File: src/rtl/x_reg_stream.sv
// x_reg_stream: indexed X register file plus a wrapping valid/ready stream sequencer
module x_reg_stream #(
  parameter int DATA_W = 16,
  parameter int DEPTH  = 32,
  parameter int IDX_W  = $clog2(DEPTH),
  parameter int LEN_W  = $clog2(DEPTH) + 1
) (
  input  logic              clk,
  input  logic              rst,
  input  logic              en,
  input  logic              write,
  input  logic [IDX_W-1:0]  idx,
  input  logic [DATA_W-1:0] din,
  output logic [DATA_W-1:0] dout,
  input  logic              start,
  input  logic [IDX_W-1:0]  base,
  input  logic [LEN_W-1:0]  len,
  output logic              busy,
  output logic              s_valid,
  input  logic              s_ready,
  output logic [DATA_W-1:0] s_data,
  output logic              s_last,
  output logic              done
);
  typedef enum logic {IDLE, STREAM} state_t;
  state_t state, state_nx;
  logic [DATA_W-1:0] mem [DEPTH];
  logic [IDX_W-1:0] ptr, ld_idx;
  logic [LEN_W-1:0] rem;
  logic [DATA_W-1:0] ld_val;
  logic done_r, go, hs, fin;
  always_comb begin
    go = en && state == IDLE && start && len != '0;
    hs = en && state == STREAM && s_valid && s_ready;
    fin = hs && s_last;
    ld_idx = state == IDLE ? base : ptr + 1'b1;
    // write-first: a same-edge write to the entry being loaded wins
    ld_val = (en && write && idx == ld_idx) ? din : mem[ld_idx];
    state_nx = go ? STREAM : fin ? IDLE : state;
  end
  always_ff @(posedge clk)
    state <= rst ? IDLE : state_nx;
  always_ff @(posedge clk) begin
    if (rst) begin
      for (int i = 0; i < DEPTH; i++) mem[i] <= '0;
      dout <= '0;
      s_data <= '0;
      s_valid <= 1'b0;
      s_last <= 1'b0;
      busy <= 1'b0;
      done_r <= 1'b0;
      ptr <= '0;
      rem <= '0;
    end else if (en) begin
      if (write) mem[idx] <= din;
      else dout <= mem[idx];
      done_r <= fin || (state == IDLE && start && len == '0);
      if (go) begin
        ptr <= base;
        rem <= len;
        s_data <= ld_val;
        s_valid <= 1'b1;
        s_last <= len == LEN_W'(1);
        busy <= 1'b1;
      end else if (fin) begin
        s_valid <= 1'b0;
        s_last <= 1'b0;
        busy <= 1'b0;
      end else if (hs) begin
        ptr <= ld_idx;
        s_data <= ld_val;
        s_last <= rem == LEN_W'(2);
        rem <= rem - 1'b1;
      end
    end else begin
      done_r <= 1'b0;
    end
  end
  assign done = done_r & en;
endmodule

File: config.mk
export PLATFORM = sky130hd
export DESIGN_NAME = x_reg_stream
export DESIGN_NICKNAME = d
export VERILOG_FILES = /design/src/rtl/x_reg_stream.sv
export SDC_FILE = /design/constraint.sdc
export NUM_CORES = 1
export LEC_CHECK = 0
export ABC_CLOCK_PERIOD_IN_PS = 5900
export CAP_MARGIN = 20
export CORE_ASPECT_RATIO = 0.7
export CORE_MARGIN = 4
export CORE_UTILIZATION = 30
export CTS_BUF_LIST = sky130_fd_sc_hd__clkbuf_4
export DETAILED_ROUTE_END_ITERATION = 8
export DONT_BUFFER_PORTS = 1
export SKIP_LAST_GASP = 1
export SLEW_MARGIN = 40
export SYNTH_ARGS = -nofsm -noshare
export SYNTH_HDL_FRONTEND = slang
export SYNTH_SLANG_ARGS = --single-unit
File: constraint.sdc
create_clock -name clk -period 5.9 [get_ports clk]
set_input_delay 1.18 -clock clk [delete_from_list [all_inputs] [get_ports clk]]
set_output_delay 1.18 -clock clk [all_outputs]
set_load 0.01 [all_outputs]
==> summary.md <==
| Metric | Value |
|---|---|
| Outcome | `completed` |
| Detailed-route DRC error count | `0` |
| Drt first pass iters | `7` |
| Area leader, netlist | `edfxtp_1` |
| Layout cells sized above 1 | `17.8%` |
| Register area share after synthesis | `50.3%` |
| Routed wire length | `135 mm` |
| Final #Nets | `2944` |
| EDFF count, synth | `512` |
| Max cap viols | `0` |
| H-tree depth | `4` |
| Largest delay share family, worst path | `compound AO/OA/AOI/OAI gates` |
| Io pins | `74` |
| Synth unique cells | `71` |
| Utilization after layout | `33.6%` |
| Post-CTS Repair Setup Buffers | `0` |
| Total power | `0.00998 W` |
| Final instance area | `35900 um2` |
| Die area | `113000 um2` |
| Startpoint types | `flip-flop` |
| Post-Syn Instances | `2967` |
| First-pass GRT wire length | `189 mm` |
| # rows | `100` |
| Fin worst setup slack | `1.64 ns` |
| FFs w/ async S/R, synth | `0%` |
| Fmax | `234 MHz` |
| Synth warn | `0` |
| Pre-CTS setup slack | `1.82 ns` |
| Worst Tran Pin Value | `1.00 ns` |
| Reg2reg path depth | `9` |
| Routed vias/inst | `6.10` |
| DPL Wire Length | `87.3 mm` |
| Total track usage | `22.8%` |
| Worst vdd ir | `157 uV` |
| Max-slew headroom | `32.8%` |
| TritonCTS clock tree | `yes` |
| Buf/Inv on CP | `1` |
| CP cell instances | `ha_2 -> nand2_4 -> buf_4 -> o22ai_1 -> o21ai_0 -> a311oi_1 -> a31oi_1 -> a22oi_1 -> a31o_1` |
| Unrepaired setup endpoints after global routing | `no` |
| Largest net degree at the start of global routing | `135` |
| Remaining antenna violation count | `0` |
| Crit Path Max Fanout | `39` |
| CTS Buf Count | `143` |
| Post-synth top flop | `edfxtp_1` |
| Via count | `27100` |
| Post-Synthesis Cell Area | `32400 um2` |
| Period utilization | `72.3%` |
| Root Driver | `clkbuf_4` |
| CP max stage delay | `0.85 ns` |
| Slew Viols, Final | `0` |
| Initial antenna violation count | `11` |
| Critical Path RT | `6.93 ns` |
| Endpoints failing hold | `0` |
| Yosys top cell area share | `47.4%` |
| Register bit total from synthesis | `559` |
| Worst hold path depth | `1` |
| Layout Skew | `0.0656 ns` |
| Fillcell total | `10600` |
| Most common cell in the synthesized netlist | `and2_1` |
| Chip height | `283 um` |
| Die Width | `401 um` |
| Synthesized area per cell | `10.9 um2` |
| Clk slew on worst S/H paths | `0.08 ns` |
| Max stage delay cell, worst path | `a311oi_1` |
| Area Growth Syn to Fin | `10.6%` |
| Synth top cells by count | `514 x and2_1, 512 x edfxtp_1, 252 x o21ai_0, 202 x clkbuf_1, 185 x nor2_1` |
| Post-cts hold buffer count | `0` |
| Min-Delay Path Class | `in2reg` |
| I/O Buffers | `0` |
| P_leak | `11.8 nW` |
| Arrival time worst endpoint | `5.29 ns` |
| Gr ovfl total | `0` |
| Initial Util | `30.4%` |
| Synth area leaders | `edfxtp_1 47%, and2_1 9.9%, mux4_2 9.7%` |
| CTS resizes | `0` |
| Wire per inst | `30.3 um` |
| Power Density | `278 nW/um2` |
| TNS Setup | `0 ns` |
| DRT iter0 DRCs | `5416` |
| Crit path depth | `9` |
| Placed Area | `33800 um2` |
| # clock sinks | `559` |
| Later-pin clock latency in the skew report | `1.08 ns` |
| Setup violations, final | `0` |
| Number of global-route vias before repair | `24400` |
| CTS Buffer Depth | `3` |
| Core area | `107000 um2` |
| Min cycle time layout | `4.26 ns` |
| GP Congestion | `0.968` |
| Syn_nets | `3008` |
| Crit. End Element | `flip-flop` |
| Crit Path Category | `reg2reg` |
[layer usage]
metal | up-vias | wire length [um] | global-route usage, %
met4 | 10 | 5040 | 8.04
met2 | 2425 | 50900 | 28.9
met5 | - | 106 | 0
li1 | 11100 | - | -
met1 | 13200 | 53300 | 32.2
met3 | 330 | 25500 | 12.6
[kinds of logic after synthesis]
logic type / after synthesis / synth area share, %
adders and majority gates: 3 / 0.116
DFF: 559 / 50.3
AOI/OAI and AO/OA: 752 / 15.2
muxes: 167 / 10.6
xor gates and xnor gates: 11 / 0.320
buffers and inverters: 338 / 4.64
and+or+nand+nor: 1137 / 18.8
[metrics by stage]
stage          cells  hold WS (ns)
2_1_floorplan   2967         0.457
3_3_place_gp    4182         0.474
3_5_place_dp    4184         0.493
4_1_cts         4441         0.103
5_1_grt         4447         0.188
6_report        4448         0.235
[registers in the layout, indices dropped and copies added, names as in the netlist]
register / cells
s_valid: 1
state: 1
done_r: 1
ptr: 5
rem: 6
s_data: 16
dout: 16
s_last: 1
mem: 512
[placed cells by master (no fill, tap or decap), drive strengths merged, types with 11 or more instances in the layout]
cell    count
o21ai     257
mux4      140
and2      514
a311oi     37
edfxtp    512
a31oi      42
a311o      19
o22ai      97
a211oi     40
nand3      65
nand2     168
a32oi      14
dfxtp      47
nor2      187
nor2b      70
o211ai     65
nor4       21
xnor2      11
a21oi      76
mux2i      23
clkbuf    216
nor3       70
o221ai     18
buf        97
o311ai     15
a22oi      27
inv        30
clkinv     35
[power by group]
group	switching (W)	leakage (nW)	total (W)	internal (W)
Combinational	0.000992	5.44	0.00151	0.000516
Sequential	0.000213	5.25	0.00474	0.00453
Clock	0.00176	1.15	0.00373	0.00196
[final cells by class]
class                   count  area [um2]  area share, %
flip-flops and latches    559       16300           45.5
multi-input cells        2070       14800           41.3
well taps                1428        1790           4.98
clock buffers             214        1610           4.48
repair buffers             99         833           2.32
clock inverters            43         353          0.984
inverters                  30         114          0.318
diodes                      5        12.5         0.0349
[worst reg2reg max path, cell delays in order (launching register included)]
cell	delay (ns)
dfxtp_4	0.65
ha_2	0.83
nand2_4	0.58
buf_4	0.49
o22ai_1	0.21
o21ai_0	0.11
a311oi_1	0.85
a31oi_1	0.16
a22oi_1	0.20
a31o_1	0.16
[final timing paths]
kind         startpoint   endpoint  slack (ns)
max              ptr[0]  s_data[3]        1.64
min                 rst     ptr[0]        0.24
max reg2reg      ptr[0]  s_data[3]        1.64
min reg2reg      rem[5]     rem[5]        0.50
(Power assumes the default switching activity.)
